<file path="config.mk">
export PLATFORM = sky130hd
export DESIGN_NAME = data_mem_bridge_flat
export DESIGN_NICKNAME = d
export VERILOG_FILES = /design/src/rtl/data_mem_bridge_if.sv /design/src/rtl/data_mem_bridge.sv /design/src/flat_wrapper.sv
export SDC_FILE = /design/constraint.sdc
export NUM_CORES = 1
export LEC_CHECK = 0
export ABC_CLOCK_PERIOD_IN_PS = 4310
export BUFFER_PORTS_ARGS = -buffer_cell sky130_fd_sc_hd__buf_2
export CAP_MARGIN = 15
export CORE_ASPECT_RATIO = 2
export CORE_MARGIN = 2
export CORE_UTILIZATION = 51
export CTS_CLUSTER_DIAMETER = 30
export DETAILED_ROUTE_END_ITERATION = 8
export GPL_TIMING_DRIVEN = 0
export PLACE_DENSITY_LB_ADDON = 0.25
export SLEW_MARGIN = 15
export SYNTH_ARGS = -nofsm -noshare
export SYNTH_HDL_FRONTEND = slang
export SYNTH_SLANG_ARGS = --single-unit
</file>
<file path="constraint.sdc">
create_clock -name CLK -period 4.31 [get_ports CLK]
set_input_delay 0.862 -clock CLK [delete_from_list [all_inputs] [get_ports CLK]]
set_output_delay 0.862 -clock CLK [all_outputs]
set_load 0.05 [all_outputs]
</file>
<file path="src/rtl/data_mem_bridge_if.sv">
// Data-memory bus between the load/store bridge (master) and the memory (slave).
// A request is presented with bus_req and stays stable until bus_ack; read data returns with the ack.
interface data_mem_bridge_if;
    logic        bus_req;
    logic        bus_we;
    logic [31:0] bus_addr;
    logic [3:0]  bus_be;
    logic [31:0] bus_wdata;
    logic        bus_ack;
    logic [31:0] bus_rdata;

    modport master (
        output bus_req, bus_we, bus_addr, bus_be, bus_wdata,
        input  bus_ack, bus_rdata
    );

    modport slave (
        input  bus_req, bus_we, bus_addr, bus_be, bus_wdata,
        output bus_ack, bus_rdata
    );
endinterface

</file>
<file path="src/rtl/data_mem_bridge.sv">
// RV32I load/store bridge: turns a core data request into one req/ack bus transaction,
// handling byte enables, store lane replication, load alignment/extension and bus timeouts.
module data_mem_bridge #(
    parameter int unsigned TIMEOUT = 16
) (
    input  logic              CLK,
    input  logic              Reset,
    input  logic              MemRead,
    input  logic              MemWrite,
    input  logic [31:0]       Addr,
    input  logic [31:0]       WriteData,
    input  logic [1:0]        Load_size,
    input  logic              LoadUnsigned,
    output logic [31:0]       ReadData,
    output logic              Stall,
    output logic              Misalign,
    output logic              BusErr,
    data_mem_bridge_if.master bus
);

    localparam int unsigned CNT_W = $clog2(TIMEOUT + 1);

    typedef enum logic [1:0] {IDLE, REQ, DONE, ERR} state_t;

    state_t           state, state_nxt;
    logic [CNT_W-1:0] cnt;
    logic             we_q, uns_q;
    logic [1:0]       size_q, off_q;
    logic [29:0]      word_q;
    logic [3:0]       be_q;
    logic [31:0]      wdata_q;
    logic [31:0]      rdata_q;
    logic             buserr_q;

    logic             req_c, misalign_c, accept_c, timeout_c;
    logic [3:0]       be_c;
    logic [31:0]      wdata_c, shifted_c, load_c;

    // Request decode: byte enables, replicated store data and alignment check
    always_comb begin
        be_c       = 4'b0001;
        wdata_c    = {4{WriteData[7:0]}};
        misalign_c = 1'b0;
        case (Load_size)
            2'd0: begin
                be_c       = 4'b1111;
                wdata_c    = WriteData;
                misalign_c = (Addr[1:0] != 2'b00);
            end
            2'd1: begin
                be_c       = Addr[1] ? 4'b1100 : 4'b0011;
                wdata_c    = {2{WriteData[15:0]}};
                misalign_c = Addr[0];
            end
            default: be_c = 4'(4'b0001 << Addr[1:0]);
        endcase
    end

    // Load alignment and extension from the latched offset/size
    always_comb begin
        shifted_c = bus.bus_rdata >> {off_q, 3'b000};
        case (size_q)
            2'd0:    load_c = bus.bus_rdata;
            2'd1:    load_c = {{16{~uns_q & shifted_c[15]}}, shifted_c[15:0]};
            default: load_c = {{24{~uns_q & shifted_c[7]}}, shifted_c[7:0]};
        endcase
    end

    assign req_c     = MemRead | MemWrite;
    assign accept_c  = (state == IDLE) && !Reset && req_c && !misalign_c;
    assign timeout_c = (state == REQ) && !bus.bus_ack && (cnt == CNT_W'(TIMEOUT - 1));

    always_ff @(posedge CLK) begin
        if (Reset) begin
            state    <= IDLE;
            cnt      <= '0;
            we_q     <= 1'b0;
            uns_q    <= 1'b0;
            size_q   <= 2'd0;
            off_q    <= 2'd0;
            word_q   <= '0;
            be_q     <= '0;
            wdata_q  <= '0;
            rdata_q  <= '0;
            buserr_q <= 1'b0;
        end else begin
            state    <= state_nxt;
            buserr_q <= timeout_c;
            rdata_q  <= ((state == REQ) && bus.bus_ack && !we_q) ? load_c : 32'd0;
            cnt      <= ((state == REQ) && !bus.bus_ack) ? cnt + CNT_W'(1) : '0;
            if (accept_c) begin
                we_q    <= MemWrite;
                uns_q   <= LoadUnsigned;
                size_q  <= Load_size;
                off_q   <= Addr[1:0];
                word_q  <= Addr[31:2];
                be_q    <= be_c;
                wdata_q <= wdata_c;
            end
        end
    end

    // Next state plus the combinational core handshake (Stall, Misalign)
    always_comb begin
        state_nxt = state;
        Stall     = 1'b0;
        Misalign  = 1'b0;
        case (state)
            IDLE: begin
                if (!Reset && req_c) begin
                    if (misalign_c) begin
                        Misalign = 1'b1;
                    end else begin
                        Stall     = 1'b1;
                        state_nxt = REQ;
                    end
                end
            end
            REQ: begin
                Stall = 1'b1;
                if (bus.bus_ack)    state_nxt = DONE;
                else if (timeout_c) state_nxt = ERR;
            end
            DONE:    state_nxt = IDLE;
            ERR:     state_nxt = IDLE;
            default: state_nxt = IDLE;
        endcase
    end

    assign ReadData      = rdata_q;
    assign BusErr        = buserr_q;
    assign bus.bus_req   = (state == REQ);
    assign bus.bus_we    = we_q;
    assign bus.bus_addr  = {word_q, 2'b00};
    assign bus.bus_be    = be_q;
    assign bus.bus_wdata = wdata_q;

endmodule

</file>
<file path="src/flat_wrapper.sv">
// flat-port wrapper written by rule: the top's interface ports become plain ports
module data_mem_bridge_flat 
#(
    parameter int unsigned TIMEOUT = 16
)
  (CLK, Reset, MemRead, MemWrite, Addr, WriteData, Load_size, LoadUnsigned, ReadData, Stall, Misalign, BusErr, bus_bus_req, bus_bus_we, bus_bus_addr, bus_bus_be, bus_bus_wdata, bus_bus_ack, bus_bus_rdata);
  data_mem_bridge_if bus_i ();
  input  logic CLK;
  input  logic Reset;
  input  logic MemRead;
  input  logic MemWrite;
  input  logic [31:0] Addr;
  input  logic [31:0] WriteData;
  input  logic [1:0] Load_size;
  input  logic LoadUnsigned;
  output logic [31:0] ReadData;
  output logic Stall;
  output logic Misalign;
  output logic BusErr;
  output wire logic [$bits(bus_i.bus_req)-1:0] bus_bus_req;
  output wire logic [$bits(bus_i.bus_we)-1:0] bus_bus_we;
  output wire logic [$bits(bus_i.bus_addr)-1:0] bus_bus_addr;
  output wire logic [$bits(bus_i.bus_be)-1:0] bus_bus_be;
  output wire logic [$bits(bus_i.bus_wdata)-1:0] bus_bus_wdata;
  input wire logic [$bits(bus_i.bus_ack)-1:0] bus_bus_ack;
  input wire logic [$bits(bus_i.bus_rdata)-1:0] bus_bus_rdata;
  assign bus_bus_req = bus_i.bus_req;
  assign bus_bus_we = bus_i.bus_we;
  assign bus_bus_addr = bus_i.bus_addr;
  assign bus_bus_be = bus_i.bus_be;
  assign bus_bus_wdata = bus_i.bus_wdata;
  assign bus_i.bus_ack = bus_bus_ack;
  assign bus_i.bus_rdata = bus_bus_rdata;
  data_mem_bridge #(.TIMEOUT(TIMEOUT)) u_core (.CLK(CLK), .Reset(Reset), .MemRead(MemRead), .MemWrite(MemWrite), .Addr(Addr), .WriteData(WriteData), .Load_size(Load_size), .LoadUnsigned(LoadUnsigned), .ReadData(ReadData), .Stall(Stall), .Misalign(Misalign), .BusErr(BusErr), .bus(bus_i));
endmodule
</file>
# Word level (Yosys, flattened, before mapping)
# Index checks and enable logic that the tools add are counted.
# W data, S select, Z words.
# op_classes
n_addsub,1
mul,0
div_mod_pow,0
magnitude_cmp,0
eq_ne,9
shift,2
n_mux,16
bitwise_logic,6
reduce_logical,20
# ops
operator,count
$pmux W32 S2,2
$shr A32 B5 Y16,1
$logic_and A1 B1 Y1,8
$mux W2,4
$pmux W4 S2,1
$eq A2 B1 Y1 const B,3
$logic_not A2 Y1,3
$pmux W2 S3,1
$reduce_or A2 Y1,3
$add A5 B1 Y5 const B,1
$eq A5 B4 Y1 const B,1
$mux W1,5
$eq A2 B2 Y1 const B,2
$logic_not A1 Y1,4
$mux W4,1
$ne A2 B2 Y1 const B,2
$pmux W1 S2,2
$shl A1 B2 Y4 const A,1
$ne A3 B1 Y1 const B,1
$not A1 Y1,3
$reduce_and A3 Y1,1
$and A1 B1 Y1,2
$reduce_bool A2 Y1,1
$or A1 B1 Y1,1
# word_totals
ff_bits,112
latch_bits,0
ram_bits,0
mem_bits_ro,0
input_bits,104
out_inout_bits,105
wordCells,65
memories,0

# Logic depth before layout (Yosys ltp)
# Gate-level depths: netlist of the first run.
# depth
ltp_word,6
depth_mapped,7
depth_no_buf,5

# Least setup slack after synthesis of the first run
# No wires, ideal clock.
# synth_path
kind,input port to output port
start,in Addr[1]
end,out Stall
arrival_ps,2475
required_ps,3448
path_slack_ps,973
cell_stages,5
path_buffers,1
cell_sequence,nor2b_1 > o21ba_2 > buf_4 > or3_1 > a21oi_1
# synth_via
elab_chain_len,5
# synth_lines
element,line,source
start: declaration,flat_wrapper.sv:12,input logic [31:0] Addr;
$reduce_bool A2 Y1,data_mem_bridge.sv:48,misalign_c = (Addr[1:0] != 2'b00);
$pmux W1 S2,data_mem_bridge.sv:44,case (Load_size)
$mux W1,data_mem_bridge.sv:111,if (misalign_c) begin
$mux W1,data_mem_bridge.sv:110,if (!Reset && req_c) begin
$pmux W1 S2,data_mem_bridge.sv:108,case (state)
end: declaration,flat_wrapper.sv:17,output logic Stall;
# Every way passes these cells.

# Worst setup path after layout of the first run
# Ends and elaborated chain as after synthesis.

==> metrics.csv, run 1 <==
stage;metric;value;unit
die;die extent in x;72.9;µm
logic_synthesis;count of warnings emitted by yosys;0;
sta;final cycle utilization of the critical path;76.5;%
cells_and_area;Layout Utilization;67.4;%
cells_and_area;most common cell after layout, fill and taps aside;buf_2;
placed_design;worst setup slack before clock tree synthesis;1030;ps
placed_design;number of input and output port buffers inserted;205;
pwr;internal power contribution;1670;µW
sta;Final Hold Violating Endpoints;0;
global_routing;M2 GR Usage;52.8;%
routing;average wire per standard cell;17.2;µm
logic_synthesis;mean area per synthesized cell;8.59;µm²
die;height of the die;142;µm
setup_path;kind of end point of the critical path;output pin;
sta;worst clock skew on the final layout;5.14;ps
global_routing;met1 Resource Use GR;29.6;%
cells_and_area;final net count;886;
global_routing;total global routing track utilization;29.1;%
sta;FMAX;303;MHz
sta;worst-case setup margin in the final layout;1010;ps
logic_synthesis;count of flip-flops with a built-in enable after synthesis;0;
die;initial standard-cell utilization of the core;51.9;%
die;boundary pin count;209;
pwr;part of the total power dissipated in sequential elements;45.0;%
placed_design;placed wire-length estimate;12000;µm
die;die outline area;0.0103;mm²
die;core region area;0.00932;mm²
clock_network;hold buffer count at cts;0;
setup_path;Arr. time, crit path;2440;ps
die;Cell Rows;50;
sta;transition at the pin with the smallest max-transition slack;620;ps
placed_design;total instance count after detailed placement;873;
cells_and_area;number of inserted diodes;0;
routing;number of design-rule violations left by the first detailed-router iteration;215;
cells_and_area;most frequent cells in the layout;buf_2, dfxtp_1, a21oi_1, o21ai_0, nand3_1;
setup_path;top fanout value on the critical path;10;
routing;antenna-violating nets left;0;
routing;DRT Wirelength;15300;µm
global_routing;global-route wire length before repair;23600;µm
setup_path;critical path class;primary input to output pin;
setup_path;type of origin of the critical path;primary input;
logic_synthesis;count of different cell masters after synthesis;42;
clock_network;CTS H-tree depth;3;
sta;Slew Viols, Final;0;
sta;Final Critical Period;3300;ps
clock_network;later-pin clock latency in the skew report;340;ps
routing;DR DRC count;0;
logic_synthesis;total standard cell area after synthesis;0.00484;mm²
cells_and_area;post-route non-filler standard cell count;889;
pwr;switching power;807;µW
pwr;net switching share of the total power;32.6;%
clock_network;clock-pin transition on the worst setup and hold timing paths;70;ps
placed_design;routability cong.;0.931;
clock_network;number of setup buffers added after CTS;0;
global_routing;antenna violations before repair;0;
sta;setup repair after global routing missed its margin;no;
global_routing;busiest metal layer after global routing;met2;
global_routing;maximum number of pins on one net before global-route repair;19;
clock_network;CTS tree;built;
global_routing;GR met3 Demand/Resource;5.68;%
status;status;complete, no violations;
global_routing;vias in the first global route;5027;
clock_network;number of buffers on the longest clock path;2;
clock_network;buffer cell driving the clock tree root;clkbuf_16;
run;Max Cap Violations;0;
hold_path;hold crit path type;flip-flop to flip-flop;
routing;DRT Pass-1 Iters;5;
sta;tightest slew margin relative to the limit;58.4;%
cells_and_area;final-layout fill cell count;801;
pwr;leak pwr;0.00293;µW
clock_network;number of buffers inserted during clock tree synthesis;9;
pwr;Cell Pwr Density;394;mW/mm²
clock_network;clock net sink count;112;
routing;detailed-route vias per instance;5.86;
logic_synthesis;register bit count reported by yosys;112;
logic_synthesis;part of the Yosys area used for sequential elements;46.3;%
setup_path;critical path required time;3450;ps
global_routing;total congestion overflow;0;
logic_synthesis;dominant register cell in the synthesized netlist;dfxtp_1;
sta;final number of setup-violating endpoints;0;
cells_and_area;area grow syn2layout;29.8;%
logic_synthesis;Post-Synthesis Cells;563;
sta;accumulated negative setup slack;0;ps
cells_and_area;fraction of layout instances using a drive strength above 1;31.5;%
clock_network;post-CTS sizing;0;
logic_synthesis;Post-synth ARST share;0;%
pwr;portion of total power attributed to the clock network;32.1;%
pwr;maximum vdd drop;293;µV
routing;routed via count;5206;
pwr;share of total power in combinational logic;22.9;%
==> per-layer routing <==
metal / share of wire, % / wire length [µm] / vias to the layer above
met1: 34 / 5180 / 2414
met5: 0 / 0 / -
met2: 54 / 8200 / 280
li1: - / - / 2457
met4: 5.8 / 888 / 0
met3: 6.7 / 1020 / 55
==> kinds of logic after synthesis <==
| logic type | after synthesis | share of synthesized area (%) |
|---|---|---|
| AOI/OAI and AO/OA | 232 | 27.9 |
| and+or+nand+nor | 125 | 13.4 |
| DFF | 112 | 46.3 |
| buffers and inverters | 64 | 5.95 |
| muxes | 25 | 5.43 |
| adders and majority gates | 2 | 0.517 |
| xor gates and xnor gates | 2 | 0.362 |
| other | 1 | 0.0775 |
==> power by group through the flow <==
| stage | logic [µW] | registers [µW] | clock network, µW |
|---|---|---|---|
| 6_report | 565 | 1110 | 795 |
| 4_1_cts | 563 | 1110 | 806 |
| 3_3_place_gp | 552 | 1130 | 0 |
| 3_5_place_dp | 562 | 1140 | 0 |
| 2_1_floorplan | 221 | 1300 | 0 |
| 5_1_grt | 603 | 1120 | 855 |
==> cells in the mapped netlist, types with 2 or more instances <==
| library cell | number | area (µm²) |
|---|---|---|
| a311oi_1 | 16 | 140 |
| clkbuf_1 | 36 | 135 |
| buf_1 | 2 | 7.51 |
| nor2b_1 | 2 | 12.5 |
| nand3_1 | 53 | 265 |
| ha_1 | 2 | 25.0 |
| dfxtp_1 | 112 | 2240 |
| o21ai_0 | 82 | 410 |
| or3_1 | 3 | 18.8 |
| inv_1 | 7 | 26.3 |
| a21o_1 | 16 | 120 |
| a211oi_1 | 4 | 30.0 |
| nand2_1 | 25 | 93.8 |
| buf_2 | 11 | 55.1 |
| a2bb2oi_1 | 8 | 70.1 |
| mux2i_1 | 24 | 240 |
| a211o_1 | 8 | 70.1 |
| buf_4 | 7 | 52.6 |
| a21oi_1 | 93 | 465 |
| nor2_1 | 20 | 75.1 |
| nand2b_1 | 11 | 68.8 |
==> per-stage QoR <==
step | area, µm² | hold WS, ps | power [µW]
after detailed placement | 6000 | 460 | 1700
after global placement | 6000 | 427 | 1690
after floorplan | 4840 | 418 | 1520
final | 6280 | 463 | 2470
after global routing | 6280 | 489 | 2580
after CTS | 6280 | 474 | 2480
==> area by class of cell <==
cell class / count / area (µm²) / share of cell area, %
well taps: 104 / 130 / 2.07
clock buffers: 12 / 246 / 3.92
multi-input cells: 388 / 2310 / 36.8
inverters: 7 / 26.3 / 0.418
plain buffers: 57 / 262 / 4.16
repair buffers: 205 / 1030 / 16.3
flip-flops and latches: 112 / 2240 / 35.7
clock inverters: 4 / 36.3 / 0.578
==> worst max-delay path, cell delays in order <==
cell	delay (ps)
buf_2	140
nor2b_1	150
o21ba_2	200
buf_4	180
or3_1	370
a21oi_1	230
buf_2	300
==> state kept, by name (all words and copies together) (netlist names), 2 cells and up <==
signal                count
u_core.size_q             2
u_core.state              2
u_core.off_q              2
u_core.ReadData          32
u_core.word_q            30
u_core.cnt                5
u_core.bus.bus_be         4
u_core.bus.bus_wdata     32
==> worst paths after layout <==
check             startpoint                   to  slack (ps)  cells after the start
max                  Addr[1]                Stall        1010                      7
min            u_core.cnt[0]        u_core.cnt[0]         460                      1
max reg2reg  u_core.state[0]  u_core.ReadData[29]        2480                      5
min reg2reg    u_core.cnt[0]        u_core.cnt[0]         460                      1
(Power assumes the default switching activity.)
==> run 2, diff against run 1 <==
- ABC_AREA: unset -> 1
- ABC_CLOCK_PERIOD_IN_PS: 4310 -> 3400
- CORE_UTILIZATION: 51 -> 48
- clock period: 4.31 -> 3.4 ns (I/O delays scaled with it)
==> metrics.csv, run 2 <==
stage;metric;value;unit
clock_network;clock-pin transition on the worst setup and hold timing paths;70;ps
logic_synthesis;top post-synthesis cells by count;nand2_1, nor2_1, dfxtp_1;
routing;average wire per standard cell;13.5;µm
clock_network;CTS tree;built;
sta;Final Hold Violating Endpoints;0;
die;Cell Rows;52;
die;height of the die;147;µm
setup_path;critical path class;primary input to output pin;
sta;FMAX;370;MHz
logic_synthesis;adder-cell share of the synthesized area;0.513;%
sta;Final Critical Period;2700;ps
pwr;share of total power in combinational logic;25.1;%
pwr;net switching share of the total power;33.9;%
setup_path;type of origin of the critical path;primary input;
logic_synthesis;count of flip-flops with a built-in enable after synthesis;0;
pwr;leak pwr;0.00339;µW
logic_synthesis;Synth area leaders;dfxtp_1, nand2_1, nor2_1;
pwr;Cell Pwr Density;528;mW/mm²
sta;final cycle utilization of the critical path;79.5;%
cells_and_area;fraction of layout instances using a drive strength above 1;27.1;%
sta;worst clock skew on the final layout;7.15;ps
clock_network;CTS H-tree depth;3;
setup_path;worst reg2reg startpoint;u_core.off_q[0];
logic_synthesis;Yosys top cell by area;dfxtp_1;
global_routing;vias in the first global route;5107;
global_routing;total congestion overflow;0;
cells_and_area;post-route non-filler standard cell count;1068;
clock_network;number of setup buffers added after CTS;0;
pwr;switching power;1140;µW
global_routing;antenna violations before repair;1;
sta;tightest slew margin relative to the limit;61.7;%
cells_and_area;final-layout fill cell count;1036;
pwr;maximum vdd drop;372;µV
setup_path;cells along the critical path;buf_2 -> inv_2 -> o21ai_1 -> nor2_2 -> nand2_4 -> buf_4 -> buf_4 -> nand2_1 -> buf_2;
die;boundary pin count;209;
global_routing;total global routing track utilization;26.6;%
pwr;portion of total power attributed to the clock network;32.4;%
routing;antenna-violating nets left;0;
setup_path;critical path required time;2720;ps
logic_synthesis;total standard cell area after synthesis;0.00488;mm²
setup_path;CP max-delay cell;buf_2;
cells_and_area;most common cell after layout, fill and taps aside;buf_2;
logic_synthesis;dominant register cell in the synthesized netlist;dfxtp_1;
logic_synthesis;part of the Yosys area used for sequential elements;46.0;%
logic_synthesis;post-synthesis share of cell area spent on xor and xnor gates;0.180;%
sta;transition at the pin with the smallest max-transition slack;572;ps
logic_synthesis;multiplexer share of the synthesized area;0;%
setup_path;Critical path origin;Reset;
status;status;complete, no violations;
routing;detailed-route vias per instance;4.81;
logic_synthesis;Post-Synthesis Cells;710;
routing;DRT Wirelength;14400;µm
logic_synthesis;count of different cell masters after synthesis;28;
routing;DRT Pass-1 Iters;4;
die;die outline area;0.0110;mm²
global_routing;global-route wire length before repair;22900;µm
setup_path;combined buffer and inverter count along the critical path;5;
sta;accumulated negative setup slack;0;ps
clock_network;later-pin clock latency in the skew report;350;ps
sta;final number of setup-violating endpoints;0;
clock_network;post-CTS sizing;0;
clock_network;number of buffers inserted during clock tree synthesis;9;
die;die extent in x;75.3;µm
setup_path;kind of end point of the critical path;output pin;
clock_network;buffer cell driving the clock tree root;clkbuf_16;
setup_path;Top delay family on crit path;buffers and inverters;
logic_synthesis;combinational family with the most area after synthesis;simple AND/OR/NAND/NOR gates;
setup_path;worst stage delay on the critical path;260;ps
setup_path;Arr. time, crit path;2020;ps
placed_design;number of input and output port buffers inserted;205;
die;initial standard-cell utilization of the core;48.7;%
global_routing;maximum number of pins on one net before global-route repair;19;
logic_synthesis;area share of the largest cell type after synthesis;46.0;%
logic_synthesis;register bit count reported by yosys;112;
routing;routed via count;5140;
logic_synthesis;Synth Area in Compound Gates;15.8;%
cells_and_area;area grow syn2layout;30.9;%
sta;Slew Viols, Final;0;
clock_network;hold buffer count at cts;0;
clock_network;number of buffers on the longest clock path;2;
setup_path;top fanout value on the critical path;10;
hold_path;startpoint of the lowest-slack hold path;u_core.cnt[0];
logic_synthesis;Post-synth ARST share;0;%
cells_and_area;most frequent cells in the layout;buf_2, nand2_1, nor2_1, dfxtp_1, o21ai_0;
hold_path;hold crit path type;flip-flop to flip-flop;
routing;DR DRC count;0;
logic_synthesis;mean area per synthesized cell;6.87;µm²
die;core region area;0.0100;mm²
clock_network;clock net sink count;112;
pwr;internal power contribution;2230;µW
logic_synthesis;most instantiated library cell after synthesis;nand2_1;
logic_synthesis;area fraction in and, or, nand and nor cells after synthesis;28.1;%
logic_synthesis;count of warnings emitted by yosys;0;
placed_design;routability cong.;0.949;
placed_design;total instance count after detailed placement;1051;
cells_and_area;final net count;1033;
routing;number of design-rule violations left by the first detailed-router iteration;184;
run;Max Cap Violations;0;
placed_design;placed wire-length estimate;11400;µm
sta;setup repair after global routing missed its margin;no;
pwr;part of the total power dissipated in sequential elements;42.5;%
## run 2: changes by cell type in the layout (fill, tap and decap cells not counted), moves of 21 or more
cell / before / now
nand2_1: 25 / 175
mux2i_1: 24 / 0
clkbuf_1: 38 / 17
a21oi_1: 93 / 65
inv_1: 7 / 59
nand3_1: 53 / 20
nor2_1: 20 / 140
## run 2: area by class of cell
type                            count  area [µm²]  share of cell area (%)
Antenna cell                        1        2.50                  0.0392
Buffer                             38         216                    3.39
Clock buffer                       11         243                    3.80
Clock inverter                      5        65.1                    1.02
Inverter                           64         240                    3.76
Multi-Input combinational cell    497        2180                    34.2
Sequential cell                   112        2240                    35.1
Tap cell                          135         169                    2.64
Timing Repair Buffer              205        1030                    16.1
## run 2: layer usage
| layer | track usage [%] | up-vias | part of all wire, % |
|---|---|---|---|
| met1 | 24.8 | 2240 | 34 |
| li1 | - | 2653 | - |
| met2 | 49.3 | 204 | 55 |
| met3 | 6.69 | 43 | 6.5 |
| met5 | 0 | - | 0 |
| met4 | 14.8 | 0 | 4.1 |
## run 2: per-stage QoR
step	power (µW)	utilization, %	cell area, µm²	worst slack [ps]	hold slack [ps]
floorplan	2060	-	4880	628	418
global placement	2300	60.6	6080	685	431
detailed placement	2310	60.6	6080	683	439
CTS	3390	63.7	6380	679	455
global route	3540	63.7	6390	564	481
finish	3370	63.7	6390	696	451
## run 2: final timing paths
kind / endpoint / slack [ps] / cells after the start
worst max-delay path: Stall / 700 / 9
worst min-delay path: u_core.cnt[0] / 450 / 1
worst max register to register: u_core.ReadData[8] / 1700 / 8
worst min register to register: u_core.cnt[0] / 450 / 1
## run 2: worst register-to-register path: stages (launching register included)
cell	delay (ps)
dfxtp_1	330
clkinv_1	270
nand2_1	140
nand3_1	90
nand3_1	200
buf_2	270
nand2_1	70
nor2_1	160
nor2_1	60
## run 2: cell families after synthesis
family | after synthesis
other | 1
adder cells (fa/ha/maj) | 2
AO/OA/AOI/OAI | 148
buffers and inverters | 102
AND/OR/NAND/NOR | 344
flip-flops | 112
XOR/XNOR | 1
## run 2: power groups by stage
stage / Sequential [µW] / Combinational, µW / Clock (µW)
finish: 1430 / 846 / 1090
global route: 1440 / 923 / 1170
global placement: 1460 / 837 / 0
detailed placement: 1460 / 844 / 0
CTS: 1430 / 846 / 1110
floorplan: 1720 / 340 / 0
